==> src/rtl/hello_pkg.sv <==
`default_nettype none
// ============================================================================
//  Module      : hello_pkg
//  Description : Shared letter codes, HELLO message ROM, mode and state
//                encodings plus small helpers for the HELLO display sequencer.
//  Revision    : 1.0 - initial release
// ============================================================================
package hello_pkg;

  // Letter codes understood by the per-digit 7-segment decoders
  localparam logic [3:0] L_BLANK = 4'd0;
  localparam logic [3:0] L_H     = 4'd1;
  localparam logic [3:0] L_E     = 4'd2;
  localparam logic [3:0] L_L1    = 4'd3;
  localparam logic [3:0] L_L2    = 4'd4;
  localparam logic [3:0] L_O     = 4'd5;

  // Circular message, element [s] is slot s (slot 0 = H)
  localparam logic [7:0][3:0] C_MSG_ROM = {
    L_BLANK, L_BLANK, L_BLANK, L_O, L_L2, L_L1, L_E, L_H
  };

  // Codes shown at offset 0: HEX7..HEX3 = HELLO, HEX2..HEX0 blank
  localparam logic [31:0] C_CODES_RST = 32'h1234_5000;

  // Mode input encodings (2'b11 falls back to static)
  localparam logic [1:0] MODE_STATIC = 2'b00;
  localparam logic [1:0] MODE_SCROLL = 2'b01;
  localparam logic [1:0] MODE_BLINK  = 2'b10;

  typedef enum logic [1:0] {
    ST_STATIC = 2'd0,
    ST_SCROLL = 2'd1,
    ST_BLINK  = 2'd2
  } state_t;

  // Mode input to FSM state; the unused encoding behaves as static
  function automatic state_t mode_to_state(input logic [1:0] mode);
    state_t st;
    case (mode)
      MODE_SCROLL: st = ST_SCROLL;
      MODE_BLINK:  st = ST_BLINK;
      default:     st = ST_STATIC;
    endcase
    return st;
  endfunction

  // One rotation step: dir=0 moves the text left (offset+1), dir=1 right
  function automatic logic [2:0] step_offset(input logic [2:0] offset,
                                             input logic       dir);
    logic [2:0] nxt;
    if (dir) begin
      nxt = offset - 3'd1;
    end else begin
      nxt = offset + 3'd1;
    end
    return nxt;
  endfunction

  // HEXp shows slot ((7-p) + offset) mod 8; 3-bit sum gives the wrap for free
  function automatic logic [31:0] map_codes(input logic [2:0] offset);
    logic [31:0] codes;
    logic [2:0]  slot;
    codes = '0;
    for (int p = 0; p < 8; p++) begin
      slot              = 3'(7 - p) + offset;
      codes[4*p +: 4]   = C_MSG_ROM[slot];
    end
    return codes;
  endfunction

endpackage : hello_pkg
`default_nettype wire

==> src/rtl/tick_prescaler.sv <==
`default_nettype none
// ============================================================================
//  Module      : tick_prescaler
//  Description : Free-running divider producing a one-cycle tick every
//                TICK_DIV enabled cycles. Held at zero while disabled or
//                cleared, so the first tick after enabling is a full period.
//  Revision    : 1.0 - initial release
// ============================================================================
module tick_prescaler #(
  parameter int TICK_DIV = 25000000,
  parameter int CNT_W    = 25
) (
  input  logic i_clk,
  input  logic i_rst,
  input  logic i_en,
  input  logic i_clr,
  output logic o_tick
);

  localparam logic [CNT_W-1:0] C_CNT_MAX = CNT_W'(TICK_DIV - 1);
  localparam logic [CNT_W-1:0] C_CNT_ONE = CNT_W'(1);

  logic [CNT_W-1:0] r_cnt;
  logic             w_wrap;

  assign w_wrap = (r_cnt == C_CNT_MAX);

  // Count 0..TICK_DIV-1 while enabled; clear/disable pins the count at zero
  always_ff @(posedge i_clk) begin
    if (i_rst || i_clr || !i_en) begin
      r_cnt <= '0;
    end else if (w_wrap) begin
      r_cnt <= '0;
    end else begin
      r_cnt <= r_cnt + C_CNT_ONE;
    end
  end

  assign o_tick = i_en & w_wrap;

endmodule : tick_prescaler
`default_nettype wire

==> src/rtl/hello_scroll_ctrl.sv <==
`default_nettype none
// ============================================================================
//  Module      : hello_scroll_ctrl
//  Description : Sequencer for eight hex letter decoders showing HELLO.
//                Static with manual stepping, timed scrolling, timed blinking.
//                Codes is registered from offset, blink phase and state.
//  Revision    : 1.0 - initial release
// ============================================================================
module hello_scroll_ctrl
  import hello_pkg::*;
#(
  parameter int TICK_DIV = 25000000,
  parameter int CNT_W    = 25
) (
  input  logic        i_clk,
  input  logic        i_rst,
  input  logic [1:0]  i_mode,
  input  logic        i_dir,
  input  logic        i_step,
  output logic [31:0] o_codes,
  output logic [2:0]  o_offset,
  output logic        o_tick
);

  state_t      r_state;
  state_t      w_state_nxt;
  logic        w_state_chg;

  logic [2:0]  r_offset;
  logic [2:0]  w_offset_nxt;
  logic        r_blank;
  logic        w_blank_nxt;
  logic        r_step_q;
  logic        w_step_edge;
  logic        w_tick;
  logic        w_pre_en;
  logic [31:0] r_codes;
  logic [31:0] w_codes_nxt;

  // Prescaler runs only in the timed modes and restarts on every mode change
  assign w_pre_en    = (r_state != ST_STATIC);
  assign w_step_edge = i_step & ~r_step_q;

  tick_prescaler #(
    .TICK_DIV (TICK_DIV),
    .CNT_W    (CNT_W)
  ) u_tick_prescaler (
    .i_clk  (i_clk),
    .i_rst  (i_rst),
    .i_en   (w_pre_en),
    .i_clr  (w_state_chg),
    .o_tick (w_tick)
  );

  // State register: follows the mode input every cycle
  always_ff @(posedge i_clk) begin
    if (i_rst) begin
      r_state <= ST_STATIC;
    end else begin
      r_state <= w_state_nxt;
    end
  end

  // Next state, rotation and blink phase; a mode change beats tick and step
  always_comb begin
    w_state_nxt  = mode_to_state(i_mode);
    w_state_chg  = (w_state_nxt != r_state);
    w_offset_nxt = r_offset;
    w_blank_nxt  = r_blank;
    if (w_state_chg) begin
      w_blank_nxt = 1'b0;
    end else begin
      case (r_state)
        ST_STATIC: begin
          if (w_step_edge) begin
            w_offset_nxt = step_offset(r_offset, i_dir);
          end
        end
        ST_SCROLL: begin
          if (w_tick) begin
            w_offset_nxt = step_offset(r_offset, i_dir);
          end
        end
        ST_BLINK: begin
          if (w_tick) begin
            w_blank_nxt = ~r_blank;
          end
        end
        default: begin
          w_offset_nxt = r_offset;
        end
      endcase
    end
  end

  // Output codes: blank during the off phase of blink, else rotated message
  always_comb begin
    w_codes_nxt = map_codes(r_offset);
    if ((r_state == ST_BLINK) && r_blank) begin
      w_codes_nxt = '0;
    end
  end

  // Datapath registers: offset, phase, step history and registered codes
  always_ff @(posedge i_clk) begin
    if (i_rst) begin
      r_offset <= 3'd0;
      r_blank  <= 1'b0;
      r_step_q <= 1'b0;
      r_codes  <= C_CODES_RST;
    end else begin
      r_offset <= w_offset_nxt;
      r_blank  <= w_blank_nxt;
      r_step_q <= i_step;
      r_codes  <= w_codes_nxt;
    end
  end

  assign o_codes  = r_codes;
  assign o_offset = r_offset;
  assign o_tick   = w_tick;

endmodule : hello_scroll_ctrl
`default_nettype wire

==> config.mk <==
export PLATFORM = sky130hd
export DESIGN_NAME = hello_scroll_ctrl
export DESIGN_NICKNAME = d
export VERILOG_FILES = /design/src/rtl/hello_pkg.sv /design/src/rtl/tick_prescaler.sv /design/src/rtl/hello_scroll_ctrl.sv
export SDC_FILE = /design/constraint.sdc
export NUM_CORES = 1
export LEC_CHECK = 0
export BUFFER_PORTS_ARGS = -buffer_cell sky130_fd_sc_hd__buf_4
export CORE_MARGIN = 3
export CORE_UTILIZATION = 50
export DETAILED_ROUTE_END_ITERATION = 16
export PLACE_DENSITY = 0.75
export RECOVER_POWER = 100
export SLEW_MARGIN = 0
export SYNTH_ARGS = -nofsm -noshare
export SYNTH_HDL_FRONTEND = slang
export SYNTH_SLANG_ARGS = --single-unit
==> constraint.sdc <==
create_clock -name i_clk -period 2.7 [get_ports i_clk]
set_input_delay 0.405 -clock i_clk [delete_from_list [all_inputs] [get_ports i_clk]]
set_output_delay 0.405 -clock i_clk [all_outputs]
set_load 0.01 [all_outputs]
==> Yosys cells after proc, flatten, opt, wreduce, memory -nomap -nowiden <==
Memory sizes are Yosys's and may differ from the RTL's. A register that Yosys moved wholly into a read port is not among the register bits.
Index checks and enable logic that the tools add are counted.
W data, S select, Z words.
{ "word_totals": {"inputBits": 6, "memories": 8, "wordCells": 73, "register_bits": 64, "out_inout_bits": 36, "mem_bits_ro": 256} }
{ "mem_list": {"columns": ["memory", "depth", "word_bits", "read_ports", "rd_clocked_by_memory_dff", "write_ports", "line", "text"], "rows": [
  ["(name not given)", 8, 4, 1, 1, 0, "hello_pkg.sv:67", "codes[4*p +: 4] = C_MSG_ROM[slot];"],
  ["(name not given)", 8, 4, 1, 0, 0, "hello_pkg.sv:67", null],
  ["(name not given)", 8, 4, 1, 0, 0, "hello_pkg.sv:67", null],
  ["(name not given)", 8, 4, 1, 0, 0, "hello_pkg.sv:67", null],
  ["(name not given)", 8, 4, 1, 0, 0, "hello_pkg.sv:67", null],
  ["(name not given)", 8, 4, 1, 0, 0, "hello_pkg.sv:67", null],
  ["+2 memories", null, null, null, null, null, null, null]
]} }
{ "classes": {"magnitude_cmp": 8, "eq_ne": 8, "bitwise": 5, "reduce_logical": 12, "n_addsub": 9, "mux": 16} }
{ "ops": {"columns": ["op", "n"], "rows": [
  ["$lt A3 B4 Y1 const B", 8],
  ["$mux W4", 8],
  ["$mux W29", 1],
  ["$add A25 B1 Y25 const B", 1],
  ["$eq A25 B25 Y1 const B", 1],
  ["$mux W3", 5],
  ["$add A3 B3 Y3 const A", 4],
  ["$add A2 B3 Y3 const A", 2],
  ["$pmux W3 S2", 1],
  ["$reduce_or A2 Y1", 3],
  ["$eq A2 B1 Y1 const B", 2],
  ["$eq A2 B2 Y1 const B", 2],
  ["$ne A2 B2 Y1 const B", 2],
  ["$pmux W2 S2", 1],
  ["$reduce_and A4 Y1", 1],
  ["$reduce_bool A2 Y1", 2],
  ["$add A1 B3 Y3 const A", 1],
  ["$not A1 Y1", 3],
  ["$sub A3 B1 Y3 const B", 1],
  ["$and A1 B1 Y1", 2],
  ["$logic_not A2 Y1", 1],
  ["$logic_or A1 B1 Y1", 2],
  ["$ne A2 B2 Y1", 1],
  ["$reduce_and A2 Y1", 1],
  ["2 further kinds", 2]
]} }

==> Longest topological paths before layout <==
{ "depth": {"depth_word": 7, "mapped_depth": 11, "ltp_nobuf": 11} }

==> Cells and area by module <==
A second synthesis with hierarchy kept.
{ "hier_totals": {"cells_unflattened": 285, "hier_area_um2": 2605.0} }
{ "by_module_without_submodules": {"columns": ["module", "seq_area_each_um2", "n_inst", "cells_per_inst", "area_each_um2"], "rows": [
  ["hello_scroll_ctrl", 600.6, 1, 150, 1382.6],
  ["tick_prescaler", 500.5, 1, 135, 1222.4]
]} }

==> Worst setup path before layout <==
Ideal clock, no wire load.
{ "synth_timing": {"kind": "reg2reg", "startpoint": "register u_tick_prescaler.r_cnt[17]", "endpoint": "register with a tool-made name", "stages_incl_launch_ff": 11, "path_slack_ns": -0.262, "period_less_slack_ns": 2.962, "setup_time_ns": 0.116, "t_arrival_ns": 2.846, "cell_sequence": "dfxtp_1 -> or4_1 -> or4_4 -> nor4_4 -> o21bai_2 -> xnor2_1 -> or2_1 -> ha_1 -> and2b_1 -> nand2_1 -> a41o_1"} }
{ "synth_rtl": {"columns": ["item", "line", "text"], "rows": [
  ["from (decl)", "tick_prescaler.sv:23", "logic [CNT_W-1:0] r_cnt;"],
  ["from (signal assigned)", "tick_prescaler.sv:35", "r_cnt <= r_cnt + C_CNT_ONE;"]
]} }

==> results.yml <==
status:
  outcome: "finished, violations left"
  violations: "negative setup slack"
hold_path:
  holdPathEnd: "r_state[1]"
  hp-start: "i_mode[0]"
  min_delay_path_depth: 2
  hold_class: "in2reg"
layout:
  syn_to_final_growth_pct: 22.10
  antenna_cells: 0
  drive_gt1_frac: 0.1926
  finalNonFillerCells: 420
  nets: 363
detailed_routing:
  routed_wl_um: 5241
  wl_per_cell_um: 12.48
  drt_iter0_drc: 83
  vias_per_cell: 4.860
  antenna_left: 0
  firstDrtPassIters: 4
  remaining_drc_errors: 0
  num_vias: 2041
synth:
  synth.area.top_cells: "dfxtp_1 45%, xor2_1 6.3%, nor2_1 6.2%"
  yosysTopAreaCell: "dfxtp_1"
  synth_cells: 289
  synth_cell_types: 49
  ys_ff_latch: 59
  synth_edf_count: 0
  synth.top_cell.area_share: 0.4468
  synth_area_sq_um: 2644
  synthArstFlopShare: 0
  synthFlopType: "dfxtp_1"
  syn_avg_cell_area_sq_um: 9.148
  yosysWarnings: 0
  ys_seq_area_frac: 0.4468
power:
  p_per_area_nw_per_um2: 609.6
  intPower_mw: 1.475
  combPwrFrac: 0.119
  leakage_nw: 1.258
  pwr-share-seq: 0.468
  vdd_drop_max_uv: 355.4
  clkPwrFrac: 0.413
  p_sw_mw: 0.4925
  swShare: 0.2503
  power_mw: 1.968
critical_path:
  arrival_ps: 3130
  critical_path.max_fanout: 3
  start_kind: "register"
  worstRegToRegCells: 10
  rr_startpoint: "u_tick_prescaler.r_cnt[17]"
  r2r_slack_ps: -190
  critical_path.endpoint_type: "register"
  crit_type: "reg2reg"
  required_ps: 2940
sta:
  worst_slack_ps: -186.2
  setup_viol: 2
  rsz0062_at_grt: "yes"
  max_clock_freq_mhz: 346.5
  period_minus_slack_ps: 2886
  relSlewSlack: 0.5550
  hold-worst-slack_ps: 279.8
  tns_ps: -224.4
  fin_crit_sh: 1.069
  drv_slew: 0
  tightest_slew_ps: 661.4
  finClkSkew_ps: 7.225
  final_hold_viol_count: 0
floorplanning:
  io_pins: 42
  rows: 25
  die_w_um: 78.72
  fp.coreArea_sq_um: 4911
  die_h_um: 78.72
  die_area_sq_um: 6196
  start_util: 0.5383
global_routing:
  gr-usage-all-layers: 0.1780
  grt_max_degree: 26
  grt_first_pass_wirelength_um: 8459
  grt_overflow: 0
  antenna_found_initial: 0
  grt_pass1_vias: 1902
cts:
  cts_buffers: 9
  clk_latency_ps: 350
  clk_root_buffer_cell: "clkbuf_8"
  clk_pin_slew_ps: 60
  clkSinkCount: 59
  h-tree-depth: 3
  cts.path.max_buffers: 2
  ctsHoldBuffers: 0
  cts_tree: "done"
run:
  cap_violations: 0
placement:
  place_inst: 403
  io_buffers: 33
  dp_hpwl_um: 3661
  globalplace.congestion: 0.8117
## area by class of cell
| class | count | area [sq um] |
|---|---|---|
| fillers | 440 | 1683 |
| repair buffers | 62 | 367.9 |
| inverters | 8 | 30.03 |
| multi-input cells | 209 | 1363 |
| flip-flops and latches | 59 | 1182 |
| well taps | 67 | 83.83 |
| clock inverters | 4 | 50.05 |
| clock buffers | 11 | 151.4 |
## cells in the final DEF, fill, tap and decap left out, types with 11 or more instances in the layout
master     n
nand2_1   22
nor2_1    42
buf_4     36
clkbuf_8  11
xnor2_1   14
xor2_1    19
dfxtp_1   58
clkbuf_1  26
## power groups by stage
stage / clock [mW] / sequential [mW] / combinational [mW]
6_report: 0.813 / 0.921 / 0.233
5_1_grt: 0.864 / 0.924 / 0.257
4_1_cts: 0.819 / 0.922 / 0.249
3_5_place_dp: 0 / 0.941 / 0.247
3_3_place_gp: 0 / 0.941 / 0.242
2_1_floorplan: 0 / 0.955 / 0.147
## layer usage
| metal | global-route usage | wire (um) | share of wire | vias up |
|---|---|---|---|---|
| met2 | 0.2716 | 2295 | 0.44 | 47 |
| met1 | 0.2237 | 2541 | 0.48 | 924 |
| li1 | - | - | - | 1060 |
| met3 | 0.04649 | 297 | 0.057 | 10 |
| met5 | 0 | 0 | 0 | - |
| met4 | 0.1101 | 107 | 0.020 | 0 |
## stage by stage
stage | setup WS (ps) | area [sq um] | utilization
after floorplan | -249.9 | 2688 | -
after global placement | -213.5 | 3082 | 0.6275
after detailed placement | -279.3 | 3082 | 0.6275
after CTS | -181.2 | 3291 | 0.6701
after global routing | -296.2 | 3228 | 0.6573
final | -186.2 | 3228 | 0.6573
## state kept, by name, summed over array words and instances, names as in the netlist, named ones only
name / flops
u_tick_prescaler.r_cnt: 25
o_codes: 24
o_offset: 3
r_state: 2
r_blank: 1
r_step_q: 1
## worst max-delay path, stage by stage, from the launching register on
cell	delay, ps
dfxtp_2	320
or4_1	510
or4_4	540
nor4_4	230
o21bai_4	120
mux2i_2	170
or2_1	230
ha_2	180
and2b_1	200
nand2_1	50
a41o_1	240
## cell families (layout without fill, tap and decap cells)
logic type,count (synthesis),in the layout,synth area share
AOI/OAI and AO/OA,28,28,0.06625
DFF,59,59,0.4468
and+or+nand+nor,124,124,0.2437
xor gates and xnor gates,34,34,0.1126
muxes,6,6,0.02319
buffers and inverters,28,85,0.06437
other,1,8,0.001418
adders and majority gates,9,9,0.04165
## synthesized netlist by cell type (4+ instances only)
cell type / n
nand3_1: 10
clkbuf_1: 7
inv_1: 8
nand2_1: 22
buf_4: 8
a21o_1: 6
nor3b_1: 4
and3_1: 4
dfxtp_1: 59
nand4_1: 4
a21oi_1: 10
mux2i_1: 5
xnor2_1: 15
nor2_1: 44
ha_1: 8
o21ai_0: 6
nor2b_1: 4
xor2_1: 19
nor3_1: 10
## worst max-delay path by stage
stage | startpoint | end | slack [ps]
after floorplan | u_tick_prescaler.r_cnt[17] | register | -250
after global placement | u_tick_prescaler.r_cnt[17] | register | -210
after detailed placement | u_tick_prescaler.r_cnt[17] | register | -280
after CTS | u_tick_prescaler.r_cnt[17] | register | -180
after global routing | u_tick_prescaler.r_cnt[17] | register | -300
final | u_tick_prescaler.r_cnt[17] | register | -190
## repair_timing
item / 4_1_cts / 5_1_grt
gates cloned: 0 / 0
setup endpoints to repair: 3 / 4
pin swaps: 1 / 0
resized for setup: 0 / 7
setup buffers: 1 / 2
(Power assumes the default switching activity.)
